## src/rtl/cache_bank_port.sv

```systemverilog
// Cache bank port: request FIFO, single-word SRAM sequencer, response return.
// Define WRITE_ACK_EN to make every write return an acknowledge packet.
module cache_bank_port #(
  parameter int NET_ADDR_W   = 16,
  parameter int BANK_ADDR_W  = 12,
  parameter int DATA_W       = 32,
  parameter int FIFO_DEPTH   = 4,
  parameter int READ_LATENCY = 1
) (
  input  logic                   clk,
  input  logic                   rst_n,
  input  logic                   req_valid,
  output logic                   req_ready,
  input  logic [NET_ADDR_W-1:0]  req_dest_addr,
  input  logic [NET_ADDR_W-1:0]  req_src_addr,
  input  logic                   req_read,
  input  logic                   req_write,
  input  logic [DATA_W-1:0]      req_data,
  output logic                   resp_valid,
  input  logic                   resp_ready,
  output logic [NET_ADDR_W-1:0]  resp_dest_addr,
  output logic [NET_ADDR_W-1:0]  resp_src_addr,
  output logic                   resp_read,
  output logic                   resp_write,
  output logic [DATA_W-1:0]      resp_data,
  output logic [BANK_ADDR_W-1:0] cache_addr,
  output logic [DATA_W-1:0]      cache_data_in,
  output logic                   mem_read,
  output logic                   mem_write,
  input  logic [DATA_W-1:0]      cache_data_out,
  output logic [7:0]             err_count
);

  localparam int IDX_W = $clog2(FIFO_DEPTH);
  localparam int PTR_W = IDX_W + 1;
  localparam int CNT_W = $clog2(READ_LATENCY + 1);

  localparam logic [1:0] S_IDLE   = 2'd0;
  localparam logic [1:0] S_ACCESS = 2'd1;
  localparam logic [1:0] S_WAIT   = 2'd2;
  localparam logic [1:0] S_RESP   = 2'd3;

  typedef struct packed {
    logic [NET_ADDR_W-1:0] dst;
    logic [NET_ADDR_W-1:0] src;
    logic                  rd;
    logic [DATA_W-1:0]     data;
  } ent_t;

  ent_t                   fifo_q [FIFO_DEPTH];
  ent_t                   head;
  logic [PTR_W-1:0]       wr_q, rd_q, wr_d, rd_d;
  logic                   ready_q;
  logic [1:0]             state_q;
  logic [CNT_W-1:0]       cnt_q;
  logic [NET_ADDR_W-1:0]  op_dst_q, op_src_q;
  logic                   op_rd_q;
  logic [BANK_ADDR_W-1:0] addr_q;
  logic [DATA_W-1:0]      din_q;
  logic                   mrd_q, mwr_q;
  logic                   rv_q, rrd_q;
  logic [NET_ADDR_W-1:0]  rdst_q, rsrc_q;
  logic [DATA_W-1:0]      rdata_q;
  logic [7:0]             err_q;
  logic                   legal, accept, push, pop, empty, full_d;

  assign legal  = req_read ^ req_write;
  assign accept = req_valid & ready_q;
  assign push   = accept & legal;
  assign empty  = (wr_q == rd_q);
  assign pop    = (state_q == S_IDLE) & ~empty;
  assign wr_d   = wr_q + PTR_W'(push);
  assign rd_d   = rd_q + PTR_W'(pop);
  assign head   = fifo_q[rd_q[IDX_W-1:0]];
  // Ready is registered from next-state pointers: no path from req_valid.
  assign full_d = (wr_d[PTR_W-1] != rd_d[PTR_W-1]) &&
                  (wr_d[IDX_W-1:0] == rd_d[IDX_W-1:0]);

  always_ff @(posedge clk) begin
    if (push) begin
      fifo_q[wr_q[IDX_W-1:0]] <= '{req_dest_addr, req_src_addr,
                                   req_read, req_data};
    end
  end

`ifdef WRITE_ACK_EN
  logic rwr_q;
  assign resp_write = rwr_q;
`else
  assign resp_write = 1'b0;
`endif

  always_ff @(posedge clk) begin
    if (!rst_n) begin
      wr_q     <= '0;
      rd_q     <= '0;
      ready_q  <= 1'b0;
      state_q  <= S_IDLE;
      cnt_q    <= '0;
      op_dst_q <= '0;
      op_src_q <= '0;
      op_rd_q  <= 1'b0;
      addr_q   <= '0;
      din_q    <= '0;
      mrd_q    <= 1'b0;
      mwr_q    <= 1'b0;
      rv_q     <= 1'b0;
      rrd_q    <= 1'b0;
      rdst_q   <= '0;
      rsrc_q   <= '0;
      rdata_q  <= '0;
      err_q    <= '0;
`ifdef WRITE_ACK_EN
      rwr_q    <= 1'b0;
`endif
    end else begin
      wr_q    <= wr_d;
      rd_q    <= rd_d;
      ready_q <= ~full_d;
      mrd_q   <= 1'b0;
      mwr_q   <= 1'b0;
      if (accept && !legal && err_q != 8'hFF) begin
        err_q <= err_q + 8'd1;
      end
      unique case (1'b1)
        state_q == S_IDLE: begin
          if (!empty) begin
            op_dst_q <= head.dst;
            op_src_q <= head.src;
            op_rd_q  <= head.rd;
            addr_q   <= head.dst[BANK_ADDR_W-1:0];
            din_q    <= head.data;
            mrd_q    <= head.rd;
            mwr_q    <= ~head.rd;
            state_q  <= S_ACCESS;
          end
        end
        state_q == S_ACCESS: begin
          if (op_rd_q) begin
            cnt_q   <= CNT_W'(READ_LATENCY);
            state_q <= S_WAIT;
          end else begin
`ifdef WRITE_ACK_EN
            rdst_q  <= op_src_q;
            rsrc_q  <= op_dst_q;
            rrd_q   <= 1'b0;
            rwr_q   <= 1'b1;
            rdata_q <= din_q;
            rv_q    <= 1'b1;
            state_q <= S_RESP;
`else
            state_q <= S_IDLE;
`endif
          end
        end
        state_q == S_WAIT: begin
          cnt_q <= cnt_q - CNT_W'(1);
          if (cnt_q == CNT_W'(1)) begin
            rdst_q  <= op_src_q;
            rsrc_q  <= op_dst_q;
            rrd_q   <= 1'b1;
            rdata_q <= cache_data_out;
            rv_q    <= 1'b1;
            state_q <= S_RESP;
`ifdef WRITE_ACK_EN
            rwr_q   <= 1'b0;
`endif
          end
        end
        state_q == S_RESP: begin
          if (resp_ready) begin
            rv_q    <= 1'b0;
            state_q <= S_IDLE;
          end
        end
        default: ;
      endcase
    end
  end

  assign req_ready      = ready_q;
  assign resp_valid     = rv_q;
  assign resp_dest_addr = rdst_q;
  assign resp_src_addr  = rsrc_q;
  assign resp_read      = rrd_q;
  assign resp_data      = rdata_q;
  assign cache_addr     = addr_q;
  assign cache_data_in  = din_q;
  assign mem_read       = mrd_q;
  assign mem_write      = mwr_q;
  assign err_count      = err_q;

endmodule

```

## config.mk

```make
export PLATFORM = sky130hd
export DESIGN_NAME = cache_bank_port
export DESIGN_NICKNAME = d
export VERILOG_FILES = /design/src/rtl/cache_bank_port.sv
export SDC_FILE = /design/constraint.sdc
export NUM_CORES = 1
export LEC_CHECK = 0
export ABC_AREA = 1
export ABC_CLOCK_PERIOD_IN_PS = 14300
export CELL_PAD_IN_SITES_DETAIL_PLACEMENT = 1
export CELL_PAD_IN_SITES_GLOBAL_PLACEMENT = 2
export CORE_MARGIN = 2
export CORE_UTILIZATION = 38
export DETAILED_ROUTE_END_ITERATION = 10
export GPL_ROUTABILITY_DRIVEN = 0
export MAX_ROUTING_LAYER = met4
export PLACE_DENSITY_LB_ADDON = 0.1
export SYNTH_ARGS = -nofsm -noshare
export SYNTH_HDL_FRONTEND = slang
export SYNTH_SLANG_ARGS = --single-unit
```

## constraint.sdc

```tcl
create_clock -name clk -period 14.3 [get_ports clk]
set_input_delay 4.29 -clock clk [delete_from_list [all_inputs] [get_ports clk]]
set_output_delay 4.29 -clock clk [all_outputs]
set_load 0.03 [all_outputs]
```

After elaboration in Yosys (flattened, before gate mapping)

Memories as Yosys holds them, arrays and structs flattened. A register that Yosys moved wholly into a read port is not among the register bits.
Cells that the tools add are included.

Add/subtract/negate cells: 4
Eq/ne operators: 11
Mux-type cells: 13
Bitwise logic cells: 9
Reduce and logical (&&, ||, !) cells: 14

Operator list:

| cell                  | count |
|---|---|
| $mux W2               | 5 |
| $add A8 B1 Y8 const B | 1 |
| $ne A2 B2 Y1 const B  | 4 |
| $ne A8 B8 Y1 const B  | 1 |
| $pmux W2 S4           | 1 |
| $add A3 B1 Y3         | 2 |
| $reduce_and A2 Y1     | 3 |
| $mux W1               | 5 |
| $not A1 Y1            | 5 |
| $eq A2 B2 Y1 const B  | 2 |
| $pmux W1 S2           | 2 |
| $reduce_and A4 Y1     | 1 |
| $reduce_bool A2 Y1    | 2 |
| $reduce_bool A4 Y1    | 1 |
| $and A1 B1 Y1         | 3 |
| $eq A3 B3 Y1          | 1 |
| $logic_and A1 B1 Y1   | 3 |
| $reduce_and A3 Y1     | 1 |
| $reduce_or A3 Y1      | 1 |
| $eq A2 B1 Y1 const B  | 1 |
| $eq A2 B2 Y1          | 1 |
| $logic_not A2 Y1      | 1 |
| $logic_not A1 Y1      | 1 |
| $ne A1 B1 Y1          | 1 |
| 2 further kinds       | 2 |

Flip-flop bits (word level): 163
RAM bits: 260
Input port bits: 102
Output and inout bits: 122
Word-level logic and storage cells: 70
Memories kept: 1

Memories:

| name   | depth | width | read ports | clocked after memory_dff | write ports | RTL line | source |
|---|---|---|---|---|---|---|---|
| fifo_q | 4     | 65    | 1          | 1                        | 1           | 50       | `ent_t fifo_q [FIFO_DEPTH];` |

Depth between registers and ports, before layout

Gate-level depths: netlist of run 1.

Depth in word-level cells: 7
Gate-level depth with buffers: 14
Mapped depth without buffers: 12

Least setup slack after synthesis of run 1

No wires, ideal clock.

Path kind: input-to-reg
Start point: input port req_write
End point: memory fifo_q[1][0] (netlist name) (enable)
Library setup time: 568 ps
Arrival time: 8974 ps
Data required time: 13732 ps
Path slack: 4757 ps
Stages: 5
Path buffers: 0
Cells stage by stage: inv_1 nand2_1 nand2_1 nand2_1 nor3_1

Word-level cells in the longest chain between the ends: 4

RTL lines:

| element                       | RTL line | source |
|---|---|---|
| start, declared               | 17       | `input logic req_write,` |
| $xor A1 B1 Y1                 | 67       | `assign legal = req_read ^ req_write;` |
| $and A1 B1 Y1                 | 69       | `assign push = accept & legal;` |
| $mux W1                       | 80       | `if (push) begin` |
| $mux W1 (implied by the code) | 81       | `fifo_q[wr_q[IDX_W-1:0]] <= '{req_dest_addr, req_src_addr,` |
| end, declared                 | 50       |  |

No other way between the ends.

Final worst setup path of run 1

Start point: input port req_read
End point: memory fifo_q[3][10] (netlist name) (enable)

Word-level cells in the longest chain between the ends: 4

RTL lines:

| element                       | RTL line | source |
|---|---|---|
| start, declared               | 16       | `input logic req_read,` |
| $xor A1 B1 Y1                 | 67       |  |
| $and A1 B1 Y1                 | 69       |  |
| $mux W1                       | 80       |  |
| $mux W1 (implied by the code) | 81       |  |

No other way between the ends.

==> results of run 1 <==
[Yosys cell counts]
cell type	instances
clkinv_2	1
clkbuf_1	25
xor2_1	5
nor2_1	218
nand3_1	142
nand2_1	105
buf_1	5
nand2_2	1
buf_4	25
nand2b_1	1
buf_6	6
xnor2_2	1
edfxtp_1	260
xnor2_1	4
buf_2	46
ha_1	5
inv_1	91
a21oi_1	73
nor3_1	5
nor2_2	2
nand4_1	1
nand3_2	2
dfxtp_1	151
o21ai_0	177
inv_2	3
o21ai_1	84
conb_1	1
[cell families after synthesis]
logic type                 synth area share, %
buffers and inverters                    6.120
DFF                                      69.34
other                                  0.02401
xor gates and xnor gates                0.6088
adders and majority gates               0.4005
and+or+nand+nor                          12.80
AOI/OAI and AO/OA                        10.70
[through the flow]
step | cells | power, W | instance area, um^2 | hold WS (ps) | setup slack, ps
2_1_floorplan | 1440 | 0.001884 | 15620 | 439.5 | 4757
3_3_place_gp | 2098 | 0.002102 | 18040 | 431.1 | 7607
3_5_place_dp | 2098 | 0.002113 | 18040 | 437.5 | 7579
4_1_cts | 2182 | 0.003286 | 19540 | 446.4 | 8168
5_1_grt | 2187 | 0.003404 | 19550 | 464.7 | 8026
6_report | 2187 | 0.003238 | 19550 | 443.2 | 8190
[sequential cells by signal (all words and copies together), names as in the netlist, named ones only]
signal and count:
cache_data_in 32, cnt_q 1, err_count 8, fifo_q 260, mem_read 1, mem_write 1
op_dst_q 16, op_rd_q 1, op_src_q 16, rd_q 3, req_ready 1, resp_data 32
resp_dest_addr 16, resp_read 1, resp_src_addr 16, resp_valid 1, state_q 1, wr_q 3
[metal layers]
metal  GRT usage, %  vias to the layer above  routed length (um)
met4          4.103                        0                 605
li1               -                     5291                   -
met1          24.74                     5175               18160
met5              -                        -                   0
met3          4.662                       50                2430
met2          29.84                      217               17520
[critical path, cell delays in order]
cell	delay, ps
clkdlybuf4s50_1	580
nand2_1	100
nand2_1	100
nand2_1	170
nor3_2	200
buf_4	760
[where the power goes]
part           switching (W)  internal (W)
clock network       0.000463      0.000700
logic               0.000431      0.000218
registers          0.0000718       0.00135
total               0.000966       0.00227
[area by class of cell]
class,instances,area share [%]
diodes,5,0.06401
clock buffers,62,6.561
clock inverters,22,1.082
inverters,95,1.850
multi-input cells,827,19.84
flip-flops and latches,411,55.42
well taps,532,3.405
repair buffers,233,11.78
[path summary, 6_finish.rpt]
path,startpoint,end,slack (ps),cells after the start
worst max-delay path,req_read,fifo_q[3][10],8190,6
worst min register to register,resp_src_addr[4],resp_src_addr[4],440,2
worst max register to register,rd_q[0],req_ready,10230,11
worst min-delay path,resp_src_addr[4],resp_src_addr[4],440,2
==> qor.yml, run 1 <==
sta:
  hold_violations: 0
  max_freq_mhz: 163.7
  finalMaxSlewViolations: 0
  tns_ps: 0
  setup_viol: 0
  period_share_pct: 42.73
  rsz0062_at_grt: "false"
  worst_slew_pin_slew_ps: 1061
  slew-limit-headroom_pct: 29.29
  fin_crit_ps: 6110
  clock_skew_ps: 16.17
cells_and_area:
  nFillCells: 4377
  layout_commonest_cell: "edfxtp_1"
  seq_area_um2: 10830
  drive_gt1_share_pct: 5.818
  layout_common_cells: "edfxtp_1 (260), clkdlybuf4s50_1 (221), nor2_1 (218)"
  areaGrowthSynthToFinish_pct: 25.15
  multi_input_area_um2: 3877
  nets: 1721
  utilization_pct: 47.98
grt:
  overflow: 0
  antenna_found_initial: 5
  grt_max_degree: 93
  grt_pass1_vias: 11060
  grt_use_total_pct: 18.88
  grt_pass1_wl_um: 60960
routing:
  remaining_drc_errors: 0
  ant_nets: 0
  wl_per_cell_um: 17.70
  drt_iter0_drc: 560
  vias_per_cell: 4.908
  routed_wl_um: 38710
  first_pass_iters: 5
  num_vias: 10730
clock_tree:
  cts_tree: "yes"
  htreeDepth: 2
  clock_latency_ps: 560
  clk_pin_slew_ps: 50
  postCtsResizedCells: 0
  post_cts_buffers: 0
  cts_sinks: 411
  cts_hold_buf: 0
  cts_buffers: 46
  cts.path.max_buffers: 3
  cts_root_buf: "clkbuf_16"
power:
  p_per_area_nw_per_um2: 165.7
  p_leak_nw: 6.975
  peakVddDrop_mv: 0.07999
yosys:
  synth_top_area_share_pct: 49.99
  synth_area_um2: 15620
  ys_types: 27
  avgSynthCellArea_um2: 10.85
  synth_cells: 1440
  yosys_warnings: 0
  yosysTopAreaCell: "edfxtp_1"
  netlist_top_cells_area: "edfxtp_1 (50%), dfxtp_1 (19%), o21ai_0 (5.7%)"
  ys_seq_area_share_pct: 69.34
  synth_seq_cells: 411
  syn_nets: 1547
setup_path:
  critical_path_class: "input pin to flip-flop"
  worstSetupEndpointType: "flip-flop"
  critPathMaxFanout: 64
  crit_required_ps: 14470
  start_kind: "input pin"
  cp.arrival_ps: 6280
placement:
  dp.final_hpwl_um: 22350
  port_buffers: 222
run:
  maxCapViolCount: 0
floorplan:
  num_rows: 74
  dieArea_um2: 42740
  fp.dieW_um: 206.7
  io_pins: 224
  start_util_pct: 38.34
  die_h_um: 206.7
  core-area_um2: 40740
outcome:
  status: "finished, final reports clean"
hold_path:
  hold_class: "flip-flop to flip-flop"
(Power assumes the default switching activity.)
==> run 2: changes to the inputs <==
--- a/config.mk
+++ b/config.mk
@@ -6,11 +6,11 @@
 export NUM_CORES = 1
 export LEC_CHECK = 0
 export ABC_AREA = 1
-export ABC_CLOCK_PERIOD_IN_PS = 14300
+export ABC_CLOCK_PERIOD_IN_PS = 6240
 export CELL_PAD_IN_SITES_DETAIL_PLACEMENT = 1
 export CELL_PAD_IN_SITES_GLOBAL_PLACEMENT = 2
 export CORE_MARGIN = 2
-export CORE_UTILIZATION = 38
+export CORE_UTILIZATION = 35
 export DETAILED_ROUTE_END_ITERATION = 10
 export GPL_ROUTABILITY_DRIVEN = 0
 export MAX_ROUTING_LAYER = met4
==> constraint.sdc (replaced) <==
create_clock -name clk -period 6.24 [get_ports clk]
set_input_delay 1.872 -clock clk [delete_from_list [all_inputs] [get_ports clk]]
set_output_delay 1.872 -clock clk [all_outputs]
set_load 0.03 [all_outputs]
==> run 2 against run 1 <==
  * Critical endpoint is now cache_addr[9]
  * Clock skew up 7.4 ps
  * Highest routed layer unchanged
  * Total power grew 140%
  * Critical path type is now flip-flop to primary output
  * Count of clock-buffer cells in the layout down 3
==> qor.yml, run 2 (synthesis gave the netlist of run 1 again) <==
cells_and_area:
  layout_commonest_cell: "edfxtp_1"
  largest_register_ffs: 260
  layout_common_cells: "edfxtp_1 (260), clkdlybuf4s50_1 (221), nor2_1 (218)"
  final_cells: 2251
  stdcell_area_um2: 19810
  drive_gt1_share_pct: 6.457
  areaGrowthSynthToFinish_pct: 26.80
  nets: 1725
clock_tree:
  cts_hold_buf: 0
  post_cts_buffers: 0
  clock_latency_ps: 580
  cts_buffers: 47
  cts.path.max_buffers: 3
  postCtsResizedCells: 0
  cts_sinks: 411
  cts_tree: "yes"
  clk_pin_slew_ps: 60
  htreeDepth: 2
  cts_root_buf: "clkbuf_16"
grt:
  grt_max_degree: 125
  overflow: 0
  grt_pass1_vias: 10970
  antenna_found_initial: 1
  grt_pass1_wl_um: 64380
  grt_use_total_pct: 18.21
routing:
  vias_per_cell: 4.837
  remaining_drc_errors: 0
  ant_nets: 0
  wl_per_cell_um: 18.23
  first_pass_iters: 4
  routed_wl_um: 41040
  num_vias: 10890
  drt_iter0_drc: 505
floorplan:
  io_pins: 224
  fp.dieW_um: 215.2
  dieArea_um2: 46330
  core-area_um2: 44120
  start_util_pct: 35.40
  num_rows: 77
  die_h_um: 215.2
power:
  p_leak_nw: 7.048
  p_per_area_nw_per_um2: 388.9
  peakVddDrop_mv: 0.2584
setup_path:
  worstRegToRegCells: 11
  worstSetupEndpointType: "primary output"
  critPathBufInv: 1
  cp.arrival_ps: 1810
  max_stage_delay_ps: 760
  slowest_stage: "clkdlybuf4s50_1"
  start_kind: "flip-flop"
  r2r_slack_ps: 3160
  critical_path_class: "flip-flop to primary output"
  path_depth: 1
  critPathMaxFanout: 3
  path_cells: "clkdlybuf4s50_1"
  crit_required_ps: 4370
  path_delay_family: "buffers and inverters"
sta:
  hold_violations: 0
  fin_ws_ps: 2553
  rsz0062_at_grt: "false"
  holdWs_ps: 443.2
  max_freq_mhz: 271.2
  period_share_pct: 59.09
  worst_slew_pin_slew_ps: 1201
  finalMaxSlewViolations: 0
  slew-limit-headroom_pct: 19.95
  setup_viol: 0
  clock_skew_ps: 23.58
  tns_ps: 0
  fin_crit_ps: 3687
run:
  maxCapViolCount: 0
placement:
  port_buffers: 222
  pre_cts_slack_ps: 1972
  place_inst: 2161
  placed_area_um2: 18150
  dp.final_hpwl_um: 24220
hold_path:
  min_path_cells: 2
  hold_class: "flip-flop to flip-flop"
outcome:
  status: "finished, final reports clean"
run 2: changes by cell type in the layout (fill, tap and decap cells not counted), sizes merged:
cell / previous run / this run
buf: 12 / 15
bufinv: 4 / 7
clkbuf: 62 / 59
clkinv: 16 / 15
clkinvlp: 0 / 5
diode: 5 / 2
run 2: cell type report:
type | instances | area, um^2
fillers | 4812 | 24320
flip-flops and latches | 411 | 10830
multi-input cells | 827 | 3877
repair buffers | 236 | 2337
clock buffers | 59 | 1304
well taps | 592 | 740.7
inverters | 95 | 361.6
clock inverters | 29 | 345.3
diodes | 2 | 5.005
run 2: worst paths after layout:
path	startpoint	endpoint
max	op_dst_q[9]	cache_addr[9]
min	resp_data[21]	resp_data[21]
max reg2reg	rd_q[0]	req_ready
min reg2reg	resp_data[21]	resp_data[21]
run 2: where the power goes:
group | switching [W] | internal, W | total (W)
sequential | 0.000174 | 0.00310 | 0.00328
clock | 0.00113 | 0.00178 | 0.00290
combinational | 0.00102 | 0.000505 | 0.00152
run 2: layer usage:
| metal | part of all wire (%) | vias up | global-route usage (%) |
|---|---|---|---|
| met1 | 49 | 5286 | 24.99 |
| met4 | 1.7 | 0 | 4.138 |
| met2 | 45 | 245 | 27.86 |
| li1 | - | 5297 | - |
| met3 | 5.2 | 59 | 3.737 |
| met5 | 0 | - | - |
run 2: metrics by stage:
stage	utilization (%)	power, W
floorplan	-	0.004317
global placement	41.14	0.004862
detailed placement	41.14	0.004877
CTS	44.87	0.007815
global route	44.88	0.008076
finish	44.88	0.007701
==> run 3: changes to the inputs <==
--- a/config.mk
+++ b/config.mk
@@ -6,11 +6,11 @@
 export NUM_CORES = 1
 export LEC_CHECK = 0
 export ABC_AREA = 1
-export ABC_CLOCK_PERIOD_IN_PS = 6240
+export ABC_CLOCK_PERIOD_IN_PS = 3200
 export CELL_PAD_IN_SITES_DETAIL_PLACEMENT = 1
 export CELL_PAD_IN_SITES_GLOBAL_PLACEMENT = 2
 export CORE_MARGIN = 2
-export CORE_UTILIZATION = 35
+export CORE_UTILIZATION = 32
 export DETAILED_ROUTE_END_ITERATION = 10
 export GPL_ROUTABILITY_DRIVEN = 0
 export MAX_ROUTING_LAYER = met4
==> constraint.sdc (replaced) <==
create_clock -name clk -period 3.2 [get_ports clk]
set_input_delay 0.96 -clock clk [delete_from_list [all_inputs] [get_ports clk]]
set_output_delay 0.96 -clock clk [all_outputs]
set_load 0.03 [all_outputs]
==> run 3 against run 2 <==
  * First-iteration DRC count up 12%
  * Via count up 0.60%
  * Final cell count up 2.0%
  * Global-route usage down 0.97 points
  * Critical path depth unchanged
  * Critical endpoint is now err_count[2]
  * Worst setup slack worse by 2100 ps
  * Die area up 9.2%
  * Count of clock-buffer cells in the layout up 6
  * Clock power up 100%
  * Clock skew down 4.1 ps
  * Register-to-register slack worse by 2000 ps
==> qor.yml, run 3 (synthesis gave the netlist of run 1 again) <==
run:
  maxCapViolCount: 0
placement:
  dp.final_hpwl_um: 26180
  port_buffers: 222
setup_path:
  r2r_end: "req_ready"
  slowest_stage: "clkdlybuf4s50_1"
  crit_required_ps: 2240
  cp.arrival_ps: 1780
  path_cells: "clkdlybuf4s50_1"
  worstRegToRegCells: 11
  path_delay_family: "buffers and inverters"
  worstSetupEndpointType: "primary output"
  path_depth: 1
  r2r_slack_ps: 1190
  critPathBufInv: 1
  max_stage_delay_ps: 730
  r2r_start: "wr_q[0]"
  critPathMaxFanout: 7
  critical_path_class: "flip-flop to primary output"
  start_kind: "flip-flop"
grt:
  use_met1_pct: 23.64
  antenna_found_initial: 3
  met2_usage_pct: 25.99
  grt_pass1_wl_um: 66440
  overflow: 0
  top_usage_layer: "met2"
  grt_use_total_pct: 17.25
  grt_pass1_vias: 11440
  grt_max_degree: 140
  gr-usage-met3_pct: 3.598
routing:
  ant_nets: 0
  routed_wl_um: 42090
  drt_iter0_drc: 565
  remaining_drc_errors: 0
  num_vias: 10950
  vias_per_cell: 4.772
  first_pass_iters: 4
  wl_per_cell_um: 18.34
clock_tree:
  cts_root_buf: "clkbuf_16"
  cts_sinks: 411
  cts.path.max_buffers: 3
  post_cts_buffers: 0
  cts_hold_buf: 0
  postCtsResizedCells: 0
  cts_buffers: 48
  cts_tree: "yes"
  clk_pin_slew_ps: 60
  clock_latency_ps: 580
  htreeDepth: 2
floorplan:
  die_h_um: 224.9
  core-area_um2: 47950
  fp.dieW_um: 224.9
  start_util_pct: 32.58
  io_pins: 224
  dieArea_um2: 50590
  num_rows: 80
power:
  p_leak_nw: 7.239
  peakVddDrop_mv: 0.4867
  p_per_area_nw_per_um2: 750.5
cells_and_area:
  utilization_pct: 42.37
  layout_common_cells: "edfxtp_1 (260), clkdlybuf4s50_1 (221), nor2_1 (218)"
  areaGrowthSynthToFinish_pct: 30.07
  layout_commonest_cell: "edfxtp_1"
  nFillCells: 5177
  largest_register_ffs: 260
  nets: 1744
  drive_gt1_share_pct: 7.573
hold_path:
  hp-start: "resp_src_addr[2]"
  min_path_cells: 2
  hold_class: "flip-flop to flip-flop"
  min_to: "resp_src_addr[2]"
sta:
  slew-limit-headroom_pct: 45.09
  worst_slew_pin_slew_ps: 823.7
  max_freq_mhz: 364.5
  period_share_pct: 85.72
  setup_viol: 0
  fin_crit_ps: 2743
  rsz0062_at_grt: "false"
  holdWs_ps: 441.6
  tns_ps: 0
  hold_violations: 0
  clock_skew_ps: 19.44
  finalMaxSlewViolations: 0
outcome:
  status: "finished, final reports clean"
-- run 3: layer usage --
metal	part of all wire, %	vias to the layer above
li1	-	5348
met1	49	5336
met2	44	215
met3	5.2	53
met4	1.9	0
met5	0	-
-- run 3: final cells by class --
type | instances | area [um^2] | share of cell area [%]
Clock buffer | 65 | 1326 | 6.528
Timing Repair Buffer | 254 | 2698 | 13.28
Tap cell | 615 | 769.5 | 3.788
Inverter | 95 | 379.1 | 1.866
Clock inverter | 25 | 357.8 | 1.761
Multi-Input combinational cell | 827 | 3944 | 19.41
Sequential cell | 411 | 10830 | 53.33
Antenna cell | 3 | 7.507 | 0.03695
-- run 3: per-stage QoR --
step	instances	total power [W]	setup WS (ps)	cell area, um^2
final	2295	0.01525	456.8	20320
after floorplan	1440	0.008424	-25.63	15720
after global routing	2295	0.01603	362.6	20320
after global placement	2202	0.009552	284.8	18620
after detailed placement	2202	0.009583	278.3	18620
after CTS	2292	0.01549	417.8	20310
-- run 3: power breakdown --
group          leakage, nW  switching (W)  total [W]  internal [W]
Clock                0.814        0.00220    0.00583       0.00363
Combinational         2.85        0.00206    0.00311       0.00105
Sequential            3.57       0.000253    0.00630       0.00605
Total                 7.24        0.00452     0.0152        0.0107
-- run 3: worst max path at each step --
stage	from	endpoint	slack [ps]
2_1_floorplan	req_read	fifo_q[1][0]	-30
3_3_place_gp	req_read	req_ready	280
3_5_place_dp	req_write	fifo_q[1][26]	280
4_1_cts	err_count[2]	err_count[2]	420
5_1_grt	op_dst_q[9]	cache_addr[9]	360
6_report	err_count[2]	err_count[2]	460
